### src/rtl/hazard_pkg.sv
// Shared types for the hazard controller: pipeline shadow entry, forward-select
// encodings and the multdiv timer state. Optional feature macro: FWD_STORE_DATA_EN.
package hazard_pkg;

    // Register numbers are zero-extended into shadow entries; REG_AW must not exceed this.
    localparam int unsigned RegAwMax = 8;
    // Wide enough for MD_LATENCY up to 255.
    localparam int unsigned MdCntW = 8;

    localparam logic [1:0] FWD_RF  = 2'd0;
    localparam logic [1:0] FWD_MEM = 2'd1;
    localparam logic [1:0] FWD_WB  = 2'd2;

    typedef enum logic {
        MdIdle,
        MdBusy
    } md_state_e;

    typedef struct packed {
        logic                valid;
        logic [RegAwMax-1:0] rd;
        logic                wr_en;
        logic                is_load;
        logic                is_store;
        logic [RegAwMax-1:0] rs_a;
        logic [RegAwMax-1:0] rs_b;
        logic                rs_a_use;
        logic                rs_b_use;
    } stage_t;

    // Register 0 is hardwired, so an entry targeting it never produces a value.
    function automatic logic is_writer(input stage_t s);
        return s.valid && s.wr_en && (s.rd != '0);
    endfunction

endpackage

### src/rtl/hazard_md_timer.sv
// Multiply/divide occupancy timer: counts MD_LATENCY cycles after an issue and
// remembers the destination register so dependants can be held off.
// Optional feature macro (top level only): FWD_STORE_DATA_EN.
module hazard_md_timer
    import hazard_pkg::*;
#(
    parameter int unsigned REG_AW     = 5,
    parameter int unsigned MD_LATENCY = 32
) (
    input  logic              clock,
    input  logic              reset_n,
    input  logic              start_i,
    input  logic [REG_AW-1:0] rd_i,
    output logic              busy_o,
    output logic              done_o,
    output logic [REG_AW-1:0] rd_o
);

    md_state_e         state_q, state_d;
    logic [MdCntW-1:0] cnt_q, cnt_d;
    logic [REG_AW-1:0] rd_q, rd_d;

    // Timer state, count and captured destination register.
    always_ff @(posedge clock or negedge reset_n) begin
        if (!reset_n) begin
            state_q <= MdIdle;
            cnt_q   <= '0;
            rd_q    <= '0;
        end else begin
            state_q <= state_d;
            cnt_q   <= cnt_d;
            rd_q    <= rd_d;
        end
    end

    // Next state: load on issue, count down while busy, leave after the last cycle.
    always_comb begin
        state_d = state_q;
        cnt_d   = cnt_q;
        rd_d    = rd_q;
        case (state_q)
            MdIdle: begin
                if (start_i) begin
                    state_d = MdBusy;
                    cnt_d   = MdCntW'(MD_LATENCY);
                    rd_d    = rd_i;
                end
            end
            MdBusy: begin
                cnt_d = cnt_q - MdCntW'(1);
                if (cnt_q == MdCntW'(1)) begin
                    state_d = MdIdle;
                end
            end
        endcase
    end

    assign busy_o = (state_q == MdBusy);
    assign done_o = (state_q == MdBusy) && (cnt_q == MdCntW'(1));
    assign rd_o   = rd_q;

endmodule

### src/rtl/hazard_ctrl.sv
// Pipeline hazard controller: EX/MEM/WB shadow tracking, operand forwarding
// selects, load-use and multdiv interlocks.
// Optional feature macro: FWD_STORE_DATA_EN (WB->MEM store-data forwarding).
module hazard_ctrl
    import hazard_pkg::*;
#(
    parameter int unsigned REG_AW     = 5,
    parameter int unsigned MD_LATENCY = 32
) (
    input  logic              clock,
    input  logic              reset_n,
    input  logic              id_valid,
    input  logic              id_wr_en,
    input  logic              id_is_load,
    input  logic              id_is_store,
    input  logic              id_is_md,
    input  logic [REG_AW-1:0] id_rs_a,
    input  logic [REG_AW-1:0] id_rs_b,
    input  logic [REG_AW-1:0] id_rd,
    input  logic              id_rs_a_use,
    input  logic              id_rs_b_use,
    input  logic              flush,
    output logic              stall,
    output logic [1:0]        ex_fwd_a,
    output logic [1:0]        ex_fwd_b,
    output logic              mem_fwd_st,
    output logic              md_busy,
    output logic              md_done
);

    stage_t              ex_q, mem_q, wb_q, ex_d, id_entry;
    logic [RegAwMax-1:0] id_rs_a_w, id_rs_b_w, id_rd_w, md_rd_w;
    logic [REG_AW-1:0]   md_rd;
    logic                ex_wr, mem_wr, wb_wr;
    logic                use_b_lu, load_use, md_hazard, issue;
    logic                unused_stage;

    assign id_rs_a_w = RegAwMax'(id_rs_a);
    assign id_rs_b_w = RegAwMax'(id_rs_b);
    assign id_rd_w   = RegAwMax'(id_rd);
    assign md_rd_w   = RegAwMax'(md_rd);

    assign ex_wr  = is_writer(ex_q);
    assign mem_wr = is_writer(mem_q);
    assign wb_wr  = is_writer(wb_q);

`ifdef FWD_STORE_DATA_EN
    // Store data can be picked up from WB in MEM, so it never needs the load-use bubble.
    assign use_b_lu = id_rs_b_use && !id_is_store;
`else
    assign use_b_lu = id_rs_b_use;
`endif

    // Interlocks; stall stays visible even when the decode slot is being flushed.
    always_comb begin
        load_use = id_valid && ex_wr && ex_q.is_load &&
                   ((id_rs_a_use && (id_rs_a_w == ex_q.rd)) ||
                    (use_b_lu && (id_rs_b_w == ex_q.rd)));
        md_hazard = md_busy && id_valid &&
                    (id_is_md ||
                     ((md_rd_w != '0) &&
                      ((id_rs_a_use && (id_rs_a_w == md_rd_w)) ||
                       (id_rs_b_use && (id_rs_b_w == md_rd_w)) ||
                       (id_wr_en && (id_rd_w == md_rd_w)))));
        stall = load_use || md_hazard;
        issue = id_valid && !stall && !flush;
    end

    // Decode entry into EX, or a fully cleared bubble.
    always_comb begin
        id_entry          = '0;
        id_entry.valid    = 1'b1;
        id_entry.rd       = id_rd_w;
        id_entry.wr_en    = id_wr_en;
        id_entry.is_load  = id_is_load;
        id_entry.is_store = id_is_store;
        id_entry.rs_a     = id_rs_a_w;
        id_entry.rs_b     = id_rs_b_w;
        id_entry.rs_a_use = id_rs_a_use;
        id_entry.rs_b_use = id_rs_b_use;
        ex_d              = issue ? id_entry : '0;
    end

    // Shadow pipeline advances every cycle.
    always_ff @(posedge clock or negedge reset_n) begin
        if (!reset_n) begin
            ex_q  <= '0;
            mem_q <= '0;
            wb_q  <= '0;
        end else begin
            ex_q  <= ex_d;
            mem_q <= ex_q;
            wb_q  <= mem_q;
        end
    end

    // EX operand selects; the younger MEM result wins over WB.
    always_comb begin
        ex_fwd_a = FWD_RF;
        ex_fwd_b = FWD_RF;
        if (ex_q.valid && ex_q.rs_a_use) begin
            if (mem_wr && (mem_q.rd == ex_q.rs_a)) begin
                ex_fwd_a = FWD_MEM;
            end else if (wb_wr && (wb_q.rd == ex_q.rs_a)) begin
                ex_fwd_a = FWD_WB;
            end
        end
        if (ex_q.valid && ex_q.rs_b_use) begin
            if (mem_wr && (mem_q.rd == ex_q.rs_b)) begin
                ex_fwd_b = FWD_MEM;
            end else if (wb_wr && (wb_q.rd == ex_q.rs_b)) begin
                ex_fwd_b = FWD_WB;
            end
        end
    end

`ifdef FWD_STORE_DATA_EN
    assign mem_fwd_st = mem_q.valid && mem_q.is_store && mem_q.rs_b_use && wb_wr &&
                        (wb_q.rd == mem_q.rs_b);
`else
    assign mem_fwd_st = 1'b0;
`endif

    // Not every shadow field is consulted in every stage or build.
    assign unused_stage = ^{mem_q, wb_q};

    hazard_md_timer #(
        .REG_AW     (REG_AW),
        .MD_LATENCY (MD_LATENCY)
    ) u_md_timer (
        .clock   (clock),
        .reset_n (reset_n),
        .start_i (id_valid && id_is_md && !stall && !flush),
        .rd_i    (id_rd),
        .busy_o  (md_busy),
        .done_o  (md_done),
        .rd_o    (md_rd)
    );

endmodule

### config.mk
export PLATFORM = sky130hd
export DESIGN_NAME = hazard_ctrl
export DESIGN_NICKNAME = d
export VERILOG_FILES = /design/src/rtl/hazard_pkg.sv /design/src/rtl/hazard_md_timer.sv /design/src/rtl/hazard_ctrl.sv
export SDC_FILE = /design/constraint.sdc
export NUM_CORES = 1
export LEC_CHECK = 0
export ABC_AREA = 1
export CORE_MARGIN = 8
export CORE_UTILIZATION = 60
export CTS_BUF_LIST = sky130_fd_sc_hd__clkbuf_4
export DETAILED_ROUTE_END_ITERATION = 8
export GPL_TIMING_DRIVEN = 0
export PLACE_DENSITY = 0.95
export SETUP_SLACK_MARGIN = 0.15
export SYNTH_ARGS = -nofsm -noshare
export SYNTH_HDL_FRONTEND = slang
export SYNTH_SLANG_ARGS = --single-unit
### constraint.sdc
create_clock -name clock -period 4.15 [get_ports clock]
set_input_delay 1.0375 -clock clock [delete_from_list [all_inputs] [get_ports clock]]
set_output_delay 1.0375 -clock clock [all_outputs]
set_load 0.05 [all_outputs]
======== Word level (Yosys, flattened, before mapping) ========
Index checks and enable logic that the tools add are counted.
storage, ports and cells
  register bits after elaboration ......... 63
  input bits .............................. 25
  word-level logic and storage cells ...... 83
cells by class
  mux-type cells .......................... 12
  bitwise logic cells ..................... 1
  reduce and logical (&&, ||, !) cells .... 41
  add/subtract/negate cells ............... 1
  equal/unequal tests ..................... 11
operators by type and width
  operator                                               count
  equality test 8 bit                                    4
  nonzero test 8 bit                                     4
  two-way mux 30 bit                                     1
  logical AND 1 bit                                      29
  equality test 5 x 8 -> 1 bit                           2
  one-hot mux 8 bit (2 select lines)                     1
  equality test 5 bit                                    3
  two-way mux 2 bit                                      6
  equality test 8 x 1 -> 1 bit, second input constant    1
  two-way mux 8 bit                                      1
  subtractor 8 x 1 -> 8 bit, second input constant       1
  logical OR 1 bit                                       5
  zero test 1 bit                                        2
  two-way mux 1 bit                                      2
  inequality test 2 x 1 -> 1 bit, second input constant  1
  one-hot mux 1 bit (2 select lines)                     1
  AND reduction 2 bit                                    1
  inverter 1 bit                                         1

======== Longest topological paths before layout ========
Gate-level depths: netlist of run 1.
  depth in word-level cells ............... 13
  depth in mapped cells ................... 13

======== By module ========
A second synthesis of run 1 with hierarchy kept.
unflattened totals
  cells, all modules ...................... 324
  area, all modules ....................... 2,516.2 um2
modules (own cells, without submodules)
  module           times used  sequential area each (um2)  cells each  area each (um2)
  hazard_ctrl      1           850.8                       240         1,811.7
  hazard_md_timer  1           350.3                       84          704.4

======== Worst setup path after synthesis of run 1 ========
No wires, ideal clock.
  path kind ............................... flip-flop to output port
  from .................................... reg ex_q[12] (netlist name)
  to ...................................... out ex_fwd_a[1]
  buffers on the path ..................... 0
  stages on the path, launching flop included .. 5
  path slack .............................. 1.109 ns
  data required time ...................... 3.113 ns
  arrival ................................. 2.003 ns
  cells stage by stage .................... dfrtp_1 -> or2_2 -> a22oi_1 -> nand4_1 -> nor3_1
between the ends
  cells in the longest elaborated chain, start to end .. 5
  elaborated cells between the ends (all ways) .. 7
  those cells by class .................... 2 x eq/ne; 3 x mux; 2 x reduce/logical
ends and longest elaborated chain
  item                    RTL line            RTL
  from (decl)             hazard_ctrl.sv:31   stage_t ex_q, mem_q, wb_q, ex_d, id_entry;
  from (signal assigned)  hazard_ctrl.sv:87   ex_q <= '0;
  from (signal assigned)  hazard_ctrl.sv:91   ex_q <= ex_d;
  equality test 8 bit     hazard_ctrl.sv:104  end else if (wb_wr && (wb_q.rd == ex_q.rs_a)) begin
  logical AND 1 bit       hazard_ctrl.sv:104
  two-way mux 2 bit       hazard_ctrl.sv:104
  two-way mux 2 bit *     hazard_ctrl.sv:102  if (mem_wr && (mem_q.rd == ex_q.rs_a)) begin
  two-way mux 2 bit *     hazard_ctrl.sv:101  if (ex_q.valid && ex_q.rs_a_use) begin
  to (decl)               hazard_ctrl.sv:24   output logic [1:0] ex_fwd_a,
Every way passes the cells marked *; elsewhere a longest branch is shown, timed or not.

======== Worst setup path in the final report of run 1 ========
  from .................................... in id_rs_a[3]
  to ...................................... out stall
between the ends
  cells in the longest elaborated chain, start to end .. 8
  elaborated cells between the ends (all ways) .. 12
  those cells by class .................... 2 x eq/ne; 10 x reduce/logical
ends and longest elaborated chain
  item                 RTL line           RTL
  from (decl)          hazard_ctrl.sv:17  input logic [REG_AW-1:0] id_rs_a,
  equality test 5 bit  hazard_ctrl.sv:62  ((id_rs_a_use && (id_rs_a_w == md_rd_w)) ||
  logical AND 1 bit    hazard_ctrl.sv:62
  logical OR 1 bit     hazard_ctrl.sv:62
  logical OR 1 bit     hazard_ctrl.sv:63  (id_rs_b_use && (id_rs_b_w == md_rd_w)) ||
  logical AND 1 bit    hazard_ctrl.sv:61  ((md_rd_w != '0) &&
  logical OR 1 bit     hazard_ctrl.sv:60  (id_is_md ||
  logical AND 1 bit    hazard_ctrl.sv:59  md_hazard = md_busy && id_valid &&
  logical OR 1 bit *   hazard_ctrl.sv:65  stall = load_use || md_hazard;
  to (decl)            hazard_ctrl.sv:23  output logic stall,
Marked as above.

==> results.tsv, run 1 <==
metric	value	unit
status	finished clean	
vias_per_cell	5.36	
holdBufCountCts	0	
grtUsageMet2	33.1	%
p_total	1200	uW
grt_pass1_vias	2112	
p_per_area	415	nW/um^2
syn_area	2470	um^2
place_ws	-33.6	ps
synth.most_common_cell	nand2_1	
ys.flop_type	dfrtp_1	
yosys.area.top_type	dfrtp_1	
ys_ff_latch	48	
min_path_type	reg -> reg	
dp_hpwl	4480	um
drt_wl_total	5540	um
cts_tree	yes	
synthArstFlopShare	100	%
io_pins	33	
syn_inst	313	
cts.htree.levels	2	
critPathMaxFanout	3	
worstSetupEndpoint	stall	
synth_edf_count	0	
drc	0	
grt_pass1_wl	9110	um
rows	23	
fmax	0.257	GHz
switching_power	450	uW
io_buffer_count	30	
arrival	2850	ps
slew_viol_final	0	
crit_path_end_kind	output port	
synth.area.top_cells	dfrtp_1 (49%), nand2_1 (11%), inv_1 (7.2%), nor2_1 (6.4%), nand3_1 (4.3%)	
slew_headroom	66.7	%
yosys.cell_types.count	31	
ys_seq_area_share	48.7	%
combPwrFrac	31.7	%
worstMarginPinSlew	498	ps
grt_overflow	0	
cap_violations	0	
avgRoutedWirePerCell	13.8	um
cts_buffers	5	
die_area	6420	um^2
die_height	80.1	um
cts.sinks	48	
leakage	0.00155	uW
reg2reg_from	u_md_timer.rd_o[0]$_DFFE_PN0P_	
diodes	0	
post-route-min-period	3890	ps
use_met3	3.35	%
dr.pass1.iters	4	
rrSetupSlack	2410	ps
p_seq_share	50.7	%
clockPowerShare	17.6	%
setup_ws	260	ps
ctsLongestPathBuffers	2	
avgSynthCellArea	7.88	um^2
cts_resized	1	
p_sw_share	37.4	%
grt_max_degree	36	
synth_commonest_cells	nand2_1 (73), dfrtp_1 (48), inv_1 (47)	
die_w	80.1	um
fin_skew	22.1	ps
finalCritPeriodShare	93.7	%
r2r_cells	13	
drive_above_1_share	7.95	%
grt_use_total	17.8	%
drtIter0Drc	95	
fillerInstances	310	
finalHoldViolations	0	
place.gp.congestion	0.921	
antenna_found_initial	0	
reg2reg_to	u_md_timer.cnt_q[0]$_DFFE_PN0P_	
required	3110	ps
critPathKind	in -> out	
whs	384	ps
synth_top_area_share	48.7	%
grt_setup_unrepaired	no	
vdd.ir_drop.worst	0.000360	V
setup_viol	0	
cp-start-kind	primary input	
cts_root_buffer	clkbuf_4	
coreArea	3970	um^2
syn_nets	340	
cts_setup_buffers	0	
crit_start	id_rs_a[3]	
finalNetCount	378	
p_int	755	uW
clk_pin_slew	150	ps
ys_warn_count	0	
clk-insertion-delay-late	360	ps
start_util	62.1	%
busiest_layer	met2	
vias	2156	
area_delta_synth_final	17.6	%
ant_nets	0	
met1_usage	19.5	%
power by group through the flow:
stage	clock network, uW	registers, uW	logic [uW]
6_report	212	611	382
5_1_grt	236	619	434
4_1_cts	217	608	381
3_5_place_dp	0	617	382
3_3_place_gp	0	609	359
2_1_floorplan	0	609	265
registers in the layout, summed over array words and instances (netlist names):
signal and flops:
ex_q 20, mem_q 7, u_md_timer.busy_o 1, u_md_timer.cnt_q 8, u_md_timer.rd_o 5, wb_q 7
layout by cell type, fill, tap and decap left out, drive strengths merged:
cell	Yosys	final
clkdlybuf4s50	0	28
nand2	74	74
o22ai	6	6
clkdlybuf4s15	0	1
o211ai	1	1
clkinvlp	0	2
nand4	7	7
a31o	1	1
conb	1	1
a31oi	1	1
o21ai	12	12
nand3	21	21
o41ai	1	1
a22oi	1	1
a21oi	8	8
buf	4	6
nor3	8	8
xor2	10	10
nor2	42	42
clkbuf	1	6
ha	2	2
clkinv	0	1
nor4	1	1
o21bai	1	1
xnor2	5	5
or2	6	6
dfrtp	48	48
inv	51	51
layout make-up:
| class | instances | area, um^2 | area share, % |
|---|---|---|---|
| timing repair buffer | 31 | 315 | 10.9 |
| clock inverter | 3 | 18.8 | 0.647 |
| inverter | 51 | 191 | 6.60 |
| multi-input combinational | 209 | 1040 | 35.8 |
| sequential | 48 | 1200 | 41.4 |
| tap | 50 | 62.6 | 2.16 |
| buffer | 5 | 36.3 | 1.25 |
| clock buffer | 5 | 37.5 | 1.29 |
stage by stage:
step	cells	TNS [ps]	area, um^2	util [%]
after CTS	402	0	2900	73.0
after floorplan	313	0	2470	-
after global routing	402	0	2900	73.0
final	402	0	2900	73.0
after global placement	393	-16.1	2830	71.2
after detailed placement	394	-33.6	2840	71.6
worst min-delay path by stage:
| stage | from | end | slack (ps) | cells past startpoint |
|---|---|---|---|---|
| 4_1_cts | ex_q[20]$_DFF_PN0_ | mem_q[20]$_DFF_PN0_ | 390 | 0 |
| 5_1_grt | ex_q[20]$_DFF_PN0_ | mem_q[20]$_DFF_PN0_ | 400 | 0 |
| 3_3_place_gp | mem_q[20]$_DFF_PN0_ | wb_q[20]$_DFF_PN0_ | 360 | 0 |
| 2_1_floorplan | ex_q[20]$_DFF_PN0_ | mem_q[20]$_DFF_PN0_ | 350 | 0 |
| 6_report | ex_q[20]$_DFF_PN0_ | mem_q[20]$_DFF_PN0_ | 380 | 0 |
| 3_5_place_dp | mem_q[20]$_DFF_PN0_ | wb_q[20]$_DFF_PN0_ | 360 | 0 |
cell families (layout without fill, tap and decap cells):
kind of cell             after synthesis  count (layout)  synth area share [%]
AND/OR/NAND/NOR                      159             159                  27.8
buffers and inverters                 56              95                  9.23
flip-flops                            48              48                  48.7
AO/OA/AOI/OAI                         32              32                  7.76
XOR/XNOR                              15              15                  5.33
adder cells (fa/ha/maj)                2               2                  1.01
other                                  1               1                 0.152
per-layer routing:
| metal | up-vias | share of wire, % |
|---|---|---|
| met5 | - | 0 |
| met4 | 0 | 1.9 |
| met3 | 11 | 4.5 |
| met2 | 60 | 54 |
| met1 | 1031 | 39 |
| li1 | 1054 | - |
worst max-delay path: stages:
cell and delay (ps):
clkdlybuf4s50_1 530, inv_1 80, nand2_1 60, nand2_1 60
nor2_1 120, nand3_1 80, nand3_1 80, nand2_1 70
nand2_1 70, nand2_2 80, nand2_1 70, clkdlybuf4s15_1 500
Note: power is estimated with default switching activity, not from simulation.
==> run 2, diff against run 1 <==
--- a/config.mk
+++ b/config.mk
@@ -16,3 +16,4 @@
 export SYNTH_ARGS = -nofsm -noshare
 export SYNTH_HDL_FRONTEND = slang
 export SYNTH_SLANG_ARGS = --single-unit
+export TNS_END_PERCENT = 5
==> results of run 2 <==
No change in the layout: final DEF, timing and power equal those of run 1.
==> run 3, diff against run 2 <==
--- a/config.mk
+++ b/config.mk
@@ -11,6 +11,7 @@
 export CTS_BUF_LIST = sky130_fd_sc_hd__clkbuf_4
 export DETAILED_ROUTE_END_ITERATION = 8
 export GPL_TIMING_DRIVEN = 0
+export MAX_ROUTING_LAYER = met4
 export PLACE_DENSITY = 0.95
 export SETUP_SLACK_MARGIN = 0.15
 export SYNTH_ARGS = -nofsm -noshare
==> run 3 against run 2 <==
  * Sequential share of layout area fell by 0.27 points
  * Global-route usage rose by 1.2 points
  * Utilization rose by 0.47 points
  * Power rose by 4.8%
  * Final area rose by 0.65%
  * Clock skew fell by 4.0 ps
  * Register-to-register slack got worse by 30 ps
  * Non-clock buffer count did not move
  * Sequential cell count did not move
  * Critical path depth did not move
  * Routed wire length fell by 1.8%
  * Final cell count did not move
  * Critical path type unchanged
  * Largest power group unchanged
  * Highest routed layer unchanged
==> results.tsv, run 3 (same netlist as run 1, synthesis figures left out) <==
metric	value	unit
diodes	0	
drive_above_1_share	8.52	%
p_sw_share	35.4	%
arrival	2640	ps
dr.pass1.iters	5	
start_util	62.1	%
min_path_type	reg -> reg	
final_cell_mix	nand2_1 (73), dfrtp_1 (48), inv_1 (47)	
combPwrFrac	30.3	%
cts.htree.levels	2	
post-route-min-period	3680	ps
vdd.ir_drop.worst	0.000361	V
largest_register_ffs	20	
switching_power	446	uW
fillerInstances	306	
p_per_area	432	nW/um^2
fmax	0.272	GHz
p_int	816	uW
die_w	80.1	um
slowest_stage	clkdlybuf4s50_1	
io_buffer_count	30	
largest_registers	ex_q x20, u_md_timer.cnt_q x8	
clk-insertion-delay-late	370	ps
ant_nets	0	
crit_path_end_kind	output port	
design_area	2920	um^2
top_register	ex_q	
critPathMaxFanout	3	
p_seq_share	48.2	%
place.gp.congestion	0.923	
grt_max_degree	35	
place_area	2840	um^2
critPathKind	in -> out	
setup_viol	0	
grt_overflow	0	
status	finished clean	
slowest_delay	540	ps
cts.sinks	48	
grt_pass1_vias	2191	
cap_violations	0	
antenna_found_initial	0	
finalHoldViolations	0	
cp_cell_sequence	clkdlybuf4s50_1 > inv_1 > nand2_1 > nand2_1 > nor2_1 > nand3_1 > nand3_1 > nand2_1 > nand2_1 > nand2_2 > nand2_1 > clkbuf_2	
cpLargestDelayFamily	buffers and inverters	
vias_per_cell	5.31	
die_area	6420	um^2
drt_wl_total	5440	um
cts_root_buffer	clkbuf_4	
fin_skew	18.1	ps
grt_setup_unrepaired	no	
vias	2136	
dp_hpwl	4450	um
worstMarginPinSlew	500	ps
finalCritPeriodShare	88.7	%
io_pins	33	
avgRoutedWirePerCell	13.5	um
path_common_cell	nand2_1	
clk_pin_slew	130	ps
dp_cells	394	
slew_headroom	66.5	%
clockPowerShare	21.6	%
final_common_cell	nand2_1	
drc	0	
grt_use_total	19.0	%
ctsLongestPathBuffers	2	
drtIter0Drc	121	
instances_no_fill	402	
cts_tree	yes	
slew_viol_final	0	
cp-start-kind	primary input	
rows	23	
critPathBufInv	3	
required	3110	ps
utilization	73.5	%
coreArea	3970	um^2
finalNetCount	378	
leakage	0.00157	uW
die_height	80.1	um
grt_pass1_wl	9350	um
cts_buffers	5	
area_delta_synth_final	18.4	%
## run 3: changes by cell type in the layout (fill, tap and decap cells not counted), sizes merged
cell	previous run	this run
clkbuf	6	7
clkdlybuf4s15	1	0
bufinv	0	1
clkinvlp	2	1
## run 3: final cells by class
cell class,instances,area [um^2],area share (%)
Buffer,5,36.3,1.24
Clock buffer,5,37.5,1.29
Clock inverter,3,42.5,1.46
Inverter,51,191,6.56
Multi-Input combinational cell,209,1040,35.5
Sequential cell,48,1200,41.1
Tap cell,50,62.6,2.14
Timing Repair Buffer,31,310,10.6
## run 3: final timing paths
path | from | to | slack (ps) | depth (start not counted)
min | mem_q[29]$_DFF_PN0_ | wb_q[29]$_DFF_PN0_ | 400 | 0
min in group asynchronous | reset_n | u_md_timer.cnt_q[1]$_DFFE_PN0P_ | 560 | 1
max in group asynchronous | reset_n | ex_q[11]$_DFF_PN0_ | 3080 | 2
max | id_rs_a[4] | stall | 470 | 12
min reg2reg | mem_q[29]$_DFF_PN0_ | wb_q[29]$_DFF_PN0_ | 400 | 0
max reg2reg | u_md_timer.rd_o[0]$_DFFE_PN0P_ | u_md_timer.cnt_q[2]$_DFFE_PN0P_ | 2380 | 13
## run 3: stage by stage
| step | worst slack [ps] | power, uW | hold slack, ps | TNS, ps |
|---|---|---|---|---|
| floorplan | 1110 | 873 | 354 | 0 |
| global placement | -20.2 | 969 | 359 | -20.2 |
| detailed placement | -60.5 | 999 | 362 | -60.5 |
| CTS | 223 | 1270 | 400 | 0 |
| global route | 353 | 1350 | 414 | 0 |
| finish | 470 | 1260 | 395 | 0 |
## run 3: power by group through the flow
| stage | Clock, uW | Combinational, uW | Sequential (uW) |
|---|---|---|---|
| final | 272 | 382 | 608 |
| after global routing | 297 | 434 | 616 |
| after CTS | 278 | 384 | 607 |
| after detailed placement | 0 | 383 | 616 |
| after global placement | 0 | 359 | 609 |
| after floorplan | 0 | 265 | 609 |
## run 3: metal layers
metal	vias up	global-route usage (%)	part of all wire [%]
li1	1057	-	-
met1	994	20.0	39
met2	66	32.7	53
met3	19	4.35	4.5
met4	0	9.27	3.3
met5	-	-	0
## run 3: timing repair
| item | 4_1_cts | 5_1_grt |
|---|---|---|
| resized for setup | 1 | 2 |
| endpoints found under the hold margin | 0 | 0 |
| setup buffers | 0 | 0 |
| endpoints found under the setup margin | 1 | 1 |
| hold buffers | 0 | 0 |
